--- src/rtl/sid_pkg.sv ---
// Shared constants and types for the SID audio output path.
package sid_pkg;

  localparam int unsigned SID_SAMPLE_BITS   = 16;
  localparam int unsigned SID_I2S_SLOTS     = 32;
  localparam int unsigned SID_I2S_SLOT_BITS = $clog2(SID_I2S_SLOTS);
  localparam int unsigned SID_I2S_FRAME_BITS = 2 * SID_SAMPLE_BITS;

  localparam int unsigned SID_CLK_DIV_MIN  = 1;
  localparam int unsigned SID_CLK_DIV_MAX  = 255;
  localparam int unsigned SID_CLK_DIV_BITS = 8;

  // Source of the sample loaded at the start of a frame
  typedef enum logic [1:0] {
    SRC_NEW  = 2'd0,
    SRC_HOLD = 2'd1,
    SRC_LAST = 2'd2
  } frame_src_e;

  typedef struct packed {
    logic                       full;
    logic [SID_SAMPLE_BITS-1:0] data;
  } hold_t;

  function automatic logic clk_div_legal(input int unsigned div);
    return (div >= SID_CLK_DIV_MIN) && (div <= SID_CLK_DIV_MAX);
  endfunction

endpackage

--- src/rtl/sid_i2s_clkgen.sv ---
// BCLK generator: divider wraps every CLK_DIV cycles and toggles BCLK.
// fall_c / rise_c are single-cycle strobes on the edge where BCLK toggles.
module sid_i2s_clkgen
  import sid_pkg::*;
#(
  parameter int unsigned CLK_DIV = 4
) (
  input  logic clk,
  input  logic rst,
  output logic bclk,
  output logic fall_c,
  output logic rise_c
);

  localparam logic [SID_CLK_DIV_BITS-1:0] DIV_TERM = SID_CLK_DIV_BITS'(CLK_DIV - 1);

  logic [SID_CLK_DIV_BITS-1:0] div;
  logic                        terminal_c;

  assign terminal_c = (div == DIV_TERM);
  assign fall_c     = terminal_c & bclk;
  assign rise_c     = terminal_c & ~bclk;

  always_ff @(posedge clk) begin
    if (rst) begin
      div  <= '0;
      bclk <= 1'b0;
    end else if (terminal_c) begin
      div  <= '0;
      bclk <= ~bclk;
    end else begin
      div  <= div + SID_CLK_DIV_BITS'(1);
    end
  end

endmodule

--- src/rtl/sid_i2s_tx.sv ---
// SID mono sample to I2S DAC transmitter (sample duplicated on both channels).
// Define SID_I2S_LEFT_JUSTIFIED_EN for left-justified output; default is Philips I2S.
module sid_i2s_tx
  import sid_pkg::*;
#(
  parameter int unsigned CLK_DIV = 4
) (
  input  logic                       clk,
  input  logic                       rst,
  input  logic [SID_SAMPLE_BITS-1:0] sample,
  input  logic                       sample_valid,
  output logic                       bclk,
  output logic                       lrclk,
  output logic                       sdata,
  output logic                       underrun,
  output logic                       overrun
);

  localparam logic [SID_I2S_SLOT_BITS-1:0] SLOT_LAST  = SID_I2S_SLOT_BITS'(SID_I2S_SLOTS - 1);
  localparam logic [SID_I2S_SLOT_BITS-1:0] SLOT_RIGHT = SID_I2S_SLOT_BITS'(SID_I2S_SLOTS / 2);

  logic fall_c;
  logic rise_c;
  logic unused_rise;

  sid_i2s_clkgen #(
    .CLK_DIV (CLK_DIV)
  ) u_clkgen (
    .clk    (clk),
    .rst    (rst),
    .bclk   (bclk),
    .fall_c (fall_c),
    .rise_c (rise_c)
  );

  // Data is launched on falls only; rise is kept for future DAC-side use.
  assign unused_rise = rise_c;

  logic [SID_I2S_SLOT_BITS-1:0]  slot, slot_d;
  logic [SID_I2S_FRAME_BITS-1:0] shift, shift_d;
  hold_t                         hold, hold_d;
  logic [SID_SAMPLE_BITS-1:0]    last, last_d;
  logic                          lrclk_d, sdata_d, underrun_d, overrun_d;
  logic                          load_c;
  frame_src_e                    src_c;
  logic [SID_SAMPLE_BITS-1:0]    word_c;

  assign load_c = fall_c && (slot == SLOT_LAST);

  // Frame source selection: fresh strobe beats held sample beats repeat.
  always_comb begin
    src_c  = SRC_LAST;
    word_c = last;
    if (sample_valid) begin
      src_c  = SRC_NEW;
      word_c = sample;
    end else if (hold.full) begin
      src_c  = SRC_HOLD;
      word_c = hold.data;
    end
  end

  // Next-state for hold register, slot counter, shifter and serial outputs
  always_comb begin
    slot_d     = slot;
    shift_d    = shift;
    hold_d     = hold;
    last_d     = last;
    lrclk_d    = lrclk;
    sdata_d    = sdata;
    underrun_d = 1'b0;
    overrun_d  = 1'b0;

    if (load_c) begin
      last_d = word_c;
      case (src_c)
        SRC_NEW: begin
          overrun_d   = hold.full;
          hold_d.full = 1'b0;
        end
        SRC_HOLD: begin
          hold_d.full = 1'b0;
        end
        default: begin
          underrun_d = 1'b1;
        end
      endcase
    end else if (sample_valid) begin
      overrun_d   = hold.full;
      hold_d.full = 1'b1;
      hold_d.data = sample;
    end

    if (fall_c) begin
      slot_d  = slot + SID_I2S_SLOT_BITS'(1);
      shift_d = load_c ? {word_c, word_c} : {shift[SID_I2S_FRAME_BITS-2:0], 1'b0};
      lrclk_d = (slot_d >= SLOT_RIGHT);
`ifdef SID_I2S_LEFT_JUSTIFIED_EN
      sdata_d = shift_d[SID_I2S_FRAME_BITS-1];
`else
      // One-slot delay: emit the bit that was current during the slot just ended.
      sdata_d = shift[SID_I2S_FRAME_BITS-1];
`endif
    end
  end

  always_ff @(posedge clk) begin
    if (rst) begin
      slot     <= SLOT_LAST;
      shift    <= '0;
      hold     <= '0;
      last     <= '0;
      lrclk    <= 1'b0;
      sdata    <= 1'b0;
      underrun <= 1'b0;
      overrun  <= 1'b0;
    end else begin
      slot     <= slot_d;
      shift    <= shift_d;
      hold     <= hold_d;
      last     <= last_d;
      lrclk    <= lrclk_d;
      sdata    <= sdata_d;
      underrun <= underrun_d;
      overrun  <= overrun_d;
    end
  end

endmodule
--- config.mk ---
export PLATFORM = sky130hd
export DESIGN_NAME = sid_i2s_tx
export DESIGN_NICKNAME = d
export VERILOG_FILES = /design/src/rtl/sid_pkg.sv /design/src/rtl/sid_i2s_clkgen.sv /design/src/rtl/sid_i2s_tx.sv
export SDC_FILE = /design/constraint.sdc
export NUM_CORES = 1
export LEC_CHECK = 0
export CELL_PAD_IN_SITES_DETAIL_PLACEMENT = 2
export CELL_PAD_IN_SITES_GLOBAL_PLACEMENT = 2
export CORE_ASPECT_RATIO = 1.5
export CORE_UTILIZATION = 37
export DETAILED_ROUTE_END_ITERATION = 7
export PLACE_DENSITY_LB_ADDON = 0.12
export RECOVER_POWER = 25
export SLEW_MARGIN = 20
export SYNTH_ARGS = -nofsm -noshare
export SYNTH_HDL_FRONTEND = slang
export SYNTH_SLANG_ARGS = --single-unit
--- constraint.sdc ---
create_clock -name clk -period 2.6 [get_ports clk]
set_clock_uncertainty 0.1 [all_clocks]
set_input_delay 0.65 -clock clk [delete_from_list [all_inputs] [get_ports clk]]
set_output_delay 0.65 -clock clk [all_outputs]
set_load 0.1 [all_outputs]
# Yosys cells after proc, flatten, opt, wreduce, memory -nomap -nowiden
# Index checks and enable logic that the tools add are counted.
[totals] ff_bits=83 in_bits=19 output_inout_bits=5
[classes] addsub=2 n_lt_le_gt_ge=1 n_eq_ne=4 muxes=12 bitwise=3 reduce_logical=8
[ops] cell="$mux 16" n=2
[ops] cell="$mux 32" n=1
[ops] cell="$mux 17" n=1
[ops] cell="$add 8x1->8 const B" n=1
[ops] cell="$eq 8x2->1 const B" n=1
[ops] cell="$mux 1" n=6
[ops] cell="$reduce_or 2->1" n=3
[ops] cell="$add 5x1->5 const B" n=1
[ops] cell="$eq 5x5->1 const B" n=1
[ops] cell="$ge 5x5->1 const B" n=1
[ops] cell="$mux 2" n=2
[ops] cell="$reduce_and 2->1" n=2
[ops] cell="$eq 2x1->1 const B" n=1
[ops] cell="$logic_not 2->1" n=1
[ops] cell="$ne 2x2->1 const B" n=1
[ops] cell="$not 1->1" n=2
[ops] cell="$reduce_bool 2->1" n=1
[ops] cell="$and 1x1->1" n=1
[ops] cell="$logic_and 1x1->1" n=1

# Depth between registers and ports, before layout
[logic_depth] ltp_word=6 depth_mapped=8

# By module
# Synthesis repeated with hierarchy kept, for this count alone.
[hier_totals] hier_cells=479 area_unflattened_um2=4081.4
[modules_own_cells] module="sid_i2s_tx" instances=1 cells_per_inst=436 area_per_inst_um2=3697.3
[modules_own_cells] module="sid_i2s_clkgen" instances=1 cells_per_inst=43 area_per_inst_um2=384.1

# Least setup slack after synthesis
# Ideal clock, no wire load.
[synth_path] path_type="flip-flop to flip-flop" from="reg u_clkgen.bclk" to="reg hold[15] in the netlist's numbering" setup_ps=95 arrival_time_ps=2057 setup_slack_ps=348 stages_incl_launch_ff=5 synth_period_minus_slack_ps=2252 path_cell_list="dfxtp_1 > nand4bb_1 > clkbuf_1 > or4_1 > o311ai_1"
[synth_via] elab_chain_cells=4
[synth_rtl] element="from (decl)" line_no="sid_i2s_clkgen.sv:10" rtl="output logic bclk,"
[synth_rtl] element="from (signal assigned)" line_no="sid_i2s_clkgen.sv:30" rtl="bclk <= ~bclk;"
[synth_rtl] element="$and 1x1->1" line_no="sid_i2s_clkgen.sv:21" rtl="assign fall_c = terminal_c & bclk;"
[synth_rtl] element="$logic_and 1x1->1" line_no="sid_i2s_tx.sv:48" rtl="assign load_c = fall_c && (slot == SLOT_LAST);"
[synth_rtl] element="$not 1->1 (no source line)"
[synth_rtl] element="$reduce_and 2->1 (no source line)"
[synth_rtl] element="to (signal assigned)" line_no="sid_i2s_tx.sv:120" rtl="hold <= hold_d;"
[synth_rtl] element="to (decl)" line_no="sid_i2s_tx.sv:41" rtl="hold_t hold, hold_d;"
# No other way between the ends.
# A chain may end at the register's enable or synchronous reset.

# Worst setup path in the final report
[layout_path] from="reg slot[0]" to="reg hold[3] in the netlist's numbering"
[layout_via] elab_chain_cells=4
[layout_rtl] element="from (decl)" line_no="sid_i2s_tx.sv:39" rtl="logic [SID_I2S_SLOT_BITS-1:0] slot, slot_d;"
[layout_rtl] element="from (signal assigned)" line_no="sid_i2s_tx.sv:118" rtl="slot <= slot_d;"
[layout_rtl] element="$eq 5x5->1" line_no="sid_i2s_tx.sv:48"
[layout_rtl] element="$logic_and 1x1->1" line_no="sid_i2s_tx.sv:48"
[layout_rtl] element="$not 1->1 (no source line)"
[layout_rtl] element="$reduce_and 2->1 (no source line)"
# No other way between the ends.

==> flow_summary.json <==
{
  "status": "finished, final reports clean",
  "layout_common_cells": "83 x dfxtp_1, 50 x nand2_1, 47 x nand2b_1",
  "busiest_layer": "met2",
  "cts_resized": 0,
  "cts.sinks": 83,
  "regArea_mm2": 0.00166,
  "leakagePower_nw": 1.65,
  "period_needed_ns": 2.31,
  "syn_area_per_cell_um2": 8.72,
  "finalSetupTns_ns": 0,
  "syn_area_mm2": 0.00428,
  "dp_hpwl_um": 8420,
  "grt_pass1_wl_um": 21700,
  "drive_gt1_frac": 0.127,
  "fmax_mhz": 432,
  "fin_cells": 643,
  "slew_viol_final": 0,
  "total_power_mw": 2.95,
  "clk_pin_slew_ns": 0.07,
  "grt_util_met1": 0.277,
  "rows": 47,
  "rsz0062_at_grt": "false",
  "grt_antenna_before_repair": 0,
  "cts_root_buf": "clkbuf_16",
  "slew_headroom": 0.232,
  "ys_seq_elements": 83,
  "cp_max_fo": 20,
  "drt-total-wl_um": 12800,
  "max_cap_violations": 0,
  "layout_setup_ws_ns": 0.285,
  "ios": 24,
  "critPathTopFamily": "adder cells",
  "placed_cells": 627,
  "critPathKind": "reg2reg",
  "die_area_mm2": 0.0120,
  "place_worst_setup_slack_ns": 0.283,
  "start_util": 0.383,
  "grt_overflow_total": 0,
  "cpPeakStageDelay_ns": 0.45,
  "fp.dieW_um": 89.8,
  "fin_nets": 513,
  "fin_crit_sh": 0.890,
  "synth_top_area_frac": 0.388,
  "cts_hold_buf": 0,
  "hold_viol": 0,
  "dpl_cell_area_mm2": 0.00464,
  "min_path_type": "reg2reg",
  "io_buffers": 23,
  "setup_viol": 0,
  "use_met3": 0.0323,
  "cp_slowest_cell": "ha_2",
  "whs_ns": 0.358,
  "areaGrowthSynthToFinish_pct": 15.0,
  "insertion_delay_ns": 0.35,
  "die_h_um": 134,
  "cts_buffer_depth": 2,
  "cts_tree": "yes",
  "grt_max_degree": 50,
  "core_area_mm2": 0.0112,
  "synthDistinctLibCells": 37,
  "cts_htree_levels": 3,
  "synth_nets": 513,
  "yosys.area.top_type": "dfxtp_1",
  "gp_congestion": 0.704,
  "grt_pass1_vias": 4179,
  "layout_commonest_cell": "dfxtp_1",
  "worstMarginPinSlew_ns": 1.16,
  "first_pass_iters": 4,
  "synth_area_leaders": "dfxtp_1 39%, nand2b_1 6.9%, a311oi_1 6.3%",
  "drcViolationCount": 0,
  "power_density_mw_per_mm2": 599,
  "multi_input_area_mm2": 0.00238,
  "drtIter0Drc": 127,
  "syn_inst": 491,
  "grt_use_met2": 0.403,
  "post_cts_buffers": 0,
  "fin_util": 0.441,
  "yosysSeqAreaShare": 0.388,
  "grt.total_usage": 0.225,
  "numCtsBuffers": 9,
  "ys_warn_count": 0,
  "end_kind": "flip-flop",
  "vdd_drop_max_mv": 0.297,
  "design_area_mm2": 0.00492,
  "cp_data_arrival_time_ns": 2.45,
  "vias": 3875,
  "required_ns": 2.73,
  "cp_cell_sequence": "ha_1 > and3_1 > ha_2 > buf_4 > nand2_1 > or4_1 > o311ai_1",
  "diodes": 0,
  "viasPerCell": 6.03,
  "antenna_left": 0,
  "avgRoutedWirePerCell_um": 19.9,
  "start_kind": "flip-flop",
  "worst-path-buf-inv": 1,
  "fillerInstances": 1237
}
## area by class of cell
| class | instances | share of cell area |
|---|---|---|
| repair buffers | 42 | 0.0775 |
| multi-input cells | 352 | 0.484 |
| clock inverters | 7 | 0.0155 |
| inverters | 3 | 0.00229 |
| well taps | 147 | 0.0374 |
| flip-flops and latches | 83 | 0.337 |
| clock buffers | 9 | 0.0457 |
## flip-flops by register name (all words and copies together), names as in the netlist
name,count
overrun,1
underrun,1
shift,32
sdata,1
lrclk,1
u_clkgen.bclk,1
slot,5
last,16
u_clkgen.div,8
hold,17
## tightest hold or removal path: cells and delay by family (launching register included)
family / cells / cell delay (ns)
and+or+nand+nor: 1 / 0.05
DFF: 1 / 0.31
muxes: 1 / 0.05
## cells in the mapped netlist (all sizes together)
| cell type | number |
|---|---|
| dfxtp | 83 |
| nand2 | 50 |
| nand2b | 47 |
| a21oi | 37 |
| clkbuf | 34 |
| o211ai | 32 |
| a311oi | 31 |
| buf | 19 |
| or4 | 18 |
| a31oi | 17 |
| mux2 | 16 |
| nor3b | 16 |
| o311ai | 16 |
| mux2i | 15 |
| nand3 | 13 |
| o21ai | 11 |
| nor2 | 8 |
| or3 | 5 |
| and3 | 4 |
| ha | 3 |
| inv | 3 |
| o31ai | 2 |
| xor2 | 2 |
| and4 | 1 |
| and4bb | 1 |
| nand4 | 1 |
| nand4bb | 1 |
| nor3 | 1 |
| nor4 | 1 |
| o32ai | 1 |
| or3b | 1 |
| xnor2 | 1 |
## cells by family (layout without fill, tap and decap cells)
family | after synthesis | count (layout) | share of synthesized area
and+or+nand+nor | 168 | 168 | 0.222
AOI/OAI and AO/OA | 147 | 147 | 0.239
DFF | 83 | 83 | 0.388
buffers and inverters | 56 | 61 | 0.0593
muxes | 31 | 31 | 0.0771
adders and majority gates | 3 | 3 | 0.00877
xor gates and xnor gates | 3 | 3 | 0.00614
## per-layer routing
layer,vias to the layer above,wire [um]
met2,30,6620
li1,1856,-
met3,17,212
met5,-,0
met1,1972,5810
met4,0,175
## worst paths after layout
| path | startpoint | end | slack [ns] | depth (start not counted) |
|---|---|---|---|---|
| setup / recovery | slot[0] | hold[3] | 0.29 | 7 |
| setup reg to reg | slot[0] | hold[3] | 0.29 | 7 |
| hold / removal | last[9] | last[9] | 0.36 | 2 |
| hold reg to reg | last[9] | last[9] | 0.36 | 2 |
## where the power goes
part	internal (mW)	switching (mW)	leakage, nW
Sequential	1.30	0.0255	0.673
Combinational	0.119	0.173	0.839
Clock	0.752	0.577	0.142
(Power assumes the default switching activity.)
